**src/rtl/lwr_prf_pkg.sv**
```systemverilog
// Shared constants and types for the LWR PRF key path.
// Used by the key ROM, the run-time key loader and the PRF core.
package lwr_prf_pkg;

  localparam int N_LWR_DFLT  = 445;
  localparam int BYTE_W_DFLT = 8;

  function automatic int key_bytes(input int n_bits, input int beat_w);
    return (n_bits + beat_w - 1) / beat_w;
  endfunction

  localparam int KEY_BYTES_DFLT = key_bytes(N_LWR_DFLT, BYTE_W_DFLT);
  localparam int KEY_ADDR_W     = $clog2(N_LWR_DFLT);

  typedef enum logic [1:0] {
    IDLE  = 2'd0,
    LOAD  = 2'd1,
    READY = 2'd2
  } loader_state_e;

endpackage

```
**src/rtl/secret_key_loader.sv**
```systemverilog
// Run-time provisioned LWR secret key: byte-stream loader, zeroize, and the
// same single-bit read port as the fixed key ROM so it can replace it directly.
module secret_key_loader
  import lwr_prf_pkg::*;
#(
  parameter int N_LWR  = N_LWR_DFLT,
  parameter int BYTE_W = BYTE_W_DFLT
) (
  input  logic                     clk,
  input  logic                     rst,
  input  logic                     zeroize,
  input  logic                     start,
  input  logic [BYTE_W-1:0]        in_data,
  input  logic                     in_valid,
  output logic                     in_ready,
  output logic                     busy,
  output logic                     key_valid,
  input  logic [$clog2(N_LWR)-1:0] addr,
  output logic                     key_bit
);

  localparam int KEY_BYTES = key_bytes(N_LWR, BYTE_W);
  localparam int CNT_W     = (KEY_BYTES > 1) ? $clog2(KEY_BYTES) : 1;
  localparam int PAD_W     = KEY_BYTES * BYTE_W;
  localparam int PAD_IDX_W = $clog2(PAD_W);
  localparam int ADDR_W    = $clog2(N_LWR);

  loader_state_e          state_r;
  loader_state_e          state_nxt_s;
  logic [CNT_W-1:0]       byte_cnt_r;
  logic [CNT_W-1:0]       byte_cnt_nxt_s;
  logic [N_LWR-1:0]       key_r;
  logic [N_LWR-1:0]       key_nxt_s;
  logic [PAD_W-1:0]       key_pad_s;
  logic [PAD_IDX_W-1:0]   wr_base_s;
  logic                   xfer_s;

  // State, counter and key register with synchronous reset.
  always_ff @(posedge clk) begin
    if (rst) begin
      state_r    <= IDLE;
      byte_cnt_r <= '0;
      key_r      <= '0;
    end else begin
      state_r    <= state_nxt_s;
      byte_cnt_r <= byte_cnt_nxt_s;
      key_r      <= key_nxt_s;
    end
  end

  // Next-state logic: zeroize beats start, start beats a beat transfer.
  always_comb begin
    state_nxt_s    = state_r;
    byte_cnt_nxt_s = byte_cnt_r;
    key_nxt_s      = key_r;
    xfer_s         = in_valid && (state_r == LOAD);
    // Beat written into a byte-aligned shadow so the tail bits of the final
    // beat fall off the top instead of needing a per-bit range check.
    wr_base_s      = PAD_IDX_W'(byte_cnt_r) * PAD_IDX_W'(BYTE_W);
    key_pad_s      = '0;
    key_pad_s[N_LWR-1:0] = key_r;
    key_pad_s[wr_base_s +: BYTE_W] = in_data;
    if (zeroize) begin
      state_nxt_s    = IDLE;
      byte_cnt_nxt_s = '0;
      key_nxt_s      = '0;
    end else if (start) begin
      state_nxt_s    = LOAD;
      byte_cnt_nxt_s = '0;
      key_nxt_s      = '0;
    end else if (xfer_s) begin
      key_nxt_s = key_pad_s[N_LWR-1:0];
      if (byte_cnt_r == CNT_W'(KEY_BYTES - 1)) begin
        state_nxt_s    = READY;
        byte_cnt_nxt_s = '0;
      end else begin
        byte_cnt_nxt_s = byte_cnt_r + CNT_W'(1);
      end
    end else begin
      state_nxt_s = state_r;
    end
  end

  // Status decode and the gated read port.
  always_comb begin
    in_ready  = 1'b0;
    busy      = 1'b0;
    key_valid = 1'b0;
    key_bit   = 1'b0;
    case (state_r)
      LOAD: begin
        in_ready = 1'b1;
        busy     = 1'b1;
      end
      READY: begin
        key_valid = 1'b1;
      end
      IDLE: begin
        key_valid = 1'b0;
      end
      default: begin
        key_valid = 1'b0;
      end
    endcase
    if (key_valid && ({1'b0, addr} < (ADDR_W + 1)'(N_LWR))) begin
      key_bit = key_r[addr];
    end else begin
      key_bit = 1'b0;
    end
  end

endmodule

```
**config.mk**
```make
export PLATFORM = sky130hd
export DESIGN_NAME = secret_key_loader
export DESIGN_NICKNAME = d
export VERILOG_FILES = /design/src/rtl/lwr_prf_pkg.sv /design/src/rtl/secret_key_loader.sv
export SDC_FILE = /design/constraint.sdc
export NUM_CORES = 1
export LEC_CHECK = 0
export BUFFER_PORTS_ARGS = -buffer_cell sky130_fd_sc_hd__buf_2
export CORE_MARGIN = 2
export CORE_UTILIZATION = 45
export CTS_CLUSTER_DIAMETER = 30
export CTS_CLUSTER_SIZE = 24
export DETAILED_ROUTE_END_ITERATION = 6
export SLEW_MARGIN = 20
export SYNTH_ARGS = -nofsm -noshare
export SYNTH_HDL_FRONTEND = slang
export SYNTH_SLANG_ARGS = --single-unit
export TNS_END_PERCENT = 30
```
**constraint.sdc**
```tcl
create_clock -name clk -period 3.75 [get_ports clk]
set_input_delay 0.375 -clock clk [delete_from_list [all_inputs] [get_ports clk]]
set_output_delay 0.375 -clock clk [all_outputs]
set_load 0.01 [all_outputs]
```
==> flow_summary.rst <==
.. list-table::
   :header-rows: 1

   * - Metric
     - Value
   * - Status
     - completed
   * - Setup violations, final
     - 0
   * - Max clock buf depth
     - 3
   * - Number of top-level pins
     - 26
   * - Wire length of the first global-routing pass
     - 102100 um
   * - Layer with the highest usage after global routing
     - met2
   * - Met1 Usage GRT
     - 37.73%
   * - Arrival time at the worst endpoint
     - 3.12 ns
   * - Antenna Cells
     - 0
   * - Sequential area share after synthesis
     - 43.14%
   * - Residual DRC
     - 0
   * - CP Capture Type
     - primary output
   * - Prevailing post-synth register cell
     - dfxtp_1
   * - Clock latency on the worst-skew pair
     - 0.65 ns
   * - Final ANT Viol Nets
     - 0
   * - Critical path data required time
     - 3.38 ns
   * - Effective utilization at floorplan
     - 45.35%
   * - Post-synth EDFFs
     - 0
   * - Clk sink count
     - 453
   * - Worst vdd rail ir drop
     - 0.4303 mV
   * - Number of antenna violations at the first check in global routing
     - 1
   * - Gpl congestion
     - 0.9394
   * - Total via count in the routed design
     - 17.64k
   * - CORE AREA
     - 46360 um2
   * - Fillcell total
     - 4079
   * - Cell leakage power
     - 8.559 nW
   * - Number of global-route vias before repair
     - 17.04k
   * - Crit Path Category
     - reg -> out
   * - Clock tree from TritonCTS
     - yes
   * - Clock-pin slew on the worst setup and hold paths
     - 0.04 ns
   * - Final cycle utilization of the critical path
     - 93.17%
   * - Sort of element at the start of the critical path
     - flop
   * - Pins over their slew limit
     - 0
   * - Class of the tightest hold or removal check
     - in -> reg
   * - CTS root buf
     - clkbuf_16
   * - Synthesized area per cell
     - 9.274 um2
   * - Syn nets
     - 2293
   * - WL per Instance
     - 22.26 um
   * - Ratio of cells with drive above 1 in the final layout
     - 18.06%
   * - Total gr overflow
     - 0
   * - Met3 Usage GRT
     - 6.241%
   * - Synth-to-Final Area Change
     - 22.36%
   * - Global routing met2 resource utilization
     - 42.45%
   * - Flop and latch count out of synthesis
     - 453
   * - Number of maximum-capacitance constraint violations
     - 0
   * - Vertical extent of the die
     - 220.1 um
   * - Detailed-route vias per instance
     - 5.871
   * - Iteration-0 DRC Markers
     - 1776
   * - Horiz. Die Dim
     - 220.1 um
   * - TritonCTS buffer count
     - 109
   * - Final Hold Viols
     - 0
   * - Clock skew
     - 0.01811 ns
   * - Number of warning messages in the yosys log
     - 0
   * - Final critical-path required period
     - 3.494 ns
   * - Cell area after synthesis
     - 21020 um2
   * - Number of buffers added on ports
     - 25
   * - Cell row count
     - 79
   * - Total Die Area
     - 48460 um2
   * - Length of the first detailed-routing pass in iterations
     - 6
   * - Fmax
     - 286.2 MHz
   * - All-layer global routing usage
     - 27.65%
   * - Cell area after placement
     - 22020 um2
   * - Post-route cell area
     - 25720 um2
   * - Number of H-tree branching levels
     - 3
   * - RSZ-0062 raised after global routing
     - false
   * - Ratio of total power to cell area
     - 564.6 nW/um2
   * - Fraction of registers with async set/reset
     - 0%
   * - Net count, final
     - 2329
   * - Post-synthesis cell count
     - 2267
   * - Total wirelength of the detailed-routed design
     - 66880 um
   * - Post-synthesis cell type count
     - 63
   * - Setup TNS
     - 0 ns
   * - Top fanout value on the critical path
     - 2
   * - Relative slew margins
     - 17.63%
   * - Worst Tran Pin Value
     - 1.230 ns
   * - Maximum number of pins on one net before global-route repair
     - 92
   * - Post-DP HPWL
     - 42780 um
==> per-layer routing <==
layer	share of wire (%)	wire length (um)
met2	45	29850
met1	44	29360
met4	3.5	2315
met5	0.024	16
met3	8.0	5335
==> cells in the final DEF (no fill, tap or decap), drive strengths merged, types with 3 or more instances in the layout <==
cell,instances
and2,6
inv,13
a2111oi,4
ha,4
o22ai,18
or3,9
a21oi,175
nor2,404
a211oi,3
o221ai,30
a31oi,4
nand4,6
xnor2,4
o21ai,108
clkinv,30
nand2,185
nor3b,23
clkinvlp,15
bufinv,7
dfxtp,453
nor2b,3
clkbuf,148
xor2,7
nand3,44
o211ai,3
mux4,78
o31ai,3
buf,120
mux2i,366
nand2b,7
or4,3
nor3,82
==> worst max-delay path, stage by stage (launching register included) <==
cell     delay (ns)
dfxtp_1        0.30
mux4_2         0.52
mux4_2         0.55
mux2_2         0.30
nand3_1        0.11
nand4_1        0.11
a221o_1        0.42
buf_2          0.17
==> worst paths after layout <==
path	startpoint	to	slack (ns)	cells past startpoint
setup reg to reg	byte_cnt_r[3]	key_r[268]	0.52	7
hold / removal	in_data[1]	key_r[369]	0.37	4
hold reg to reg	key_r[143]	key_r[143]	0.45	2
setup / recovery	key_r[107]	key_bit	0.26	7
==> registers in the layout, summed over array words and instances, names as in the netlist <==
register and flops:
byte_cnt_r 6, key_r 445, state_r 2
==> cell usage after synthesis, types with 18 or more instances <==
cell type	count	area (um2)
mux2i_1	366	3664
o221ai_1	30	262.8
o22ai_1	18	112.6
dfxtp_1	453	9069
nand2_1	185	694.4
nand3_1	44	220.2
nor3b_1	22	165.2
nor2_1	384	1441
o21ai_0	108	540.5
clkbuf_1	160	600.6
mux4_2	78	1757
buf_2	24	120.1
a21oi_1	175	875.8
nor3_1	73	365.4
==> per-stage QoR <==
stage          util [%]  cells  hold slack (ns)  total power [W]  worst slack, ns
6_report          55.49   3004           0.3669          0.01452           0.2562
5_1_grt           55.49   3004           0.3604          0.01490           0.1846
4_1_cts           55.49   3004           0.3414          0.01460           0.2499
3_5_place_dp      47.49   2797           0.4443         0.005384           0.4028
3_3_place_gp      47.49   2797           0.4361         0.005382           0.4603
2_1_floorplan         -   2267           0.4287         0.005194           0.4866
==> area by class of cell <==
cell class	count	area (um2)	area share, %
Clock buffer	148	3114	12.11
Clock inverter	57	573.1	2.228
Inverter	8	30.03	0.1167
Multi-Input combinational cell	1609	11170	43.42
Sequential cell	453	9069	35.25
Tap cell	607	759.5	2.952
Timing Repair Buffer	122	1008	3.920
==> what timing repair did <==
action                                 4_1_cts  5_1_grt
endpoints found under the hold margin        1        0
hold buffers                                 2        0
setup endpoints to repair                    0        0
gates resized for setup                      0        0
setup buffers                                0        0
==> report_power, final <==
part           internal, W  total (W)  switching (W)
registers          0.00483    0.00483     0.00000128
logic             0.000142   0.000475       0.000333
clock network      0.00626    0.00921        0.00296
total               0.0112     0.0145        0.00329
==> logic make-up (layout without fill, tap and decap cells) <==
kind of cell | count (synthesis) | in the layout | synth area share, %
simple gates | 782 | 782 | 16.47
flops | 453 | 453 | 43.14
mux | 446 | 446 | 25.89
compound gates | 366 | 366 | 9.915
buf+inv | 205 | 335 | 3.892
xor+xnor | 11 | 11 | 0.4582
fa+ha+maj | 4 | 4 | 0.2381
Power figures use the tool's default switching activity.
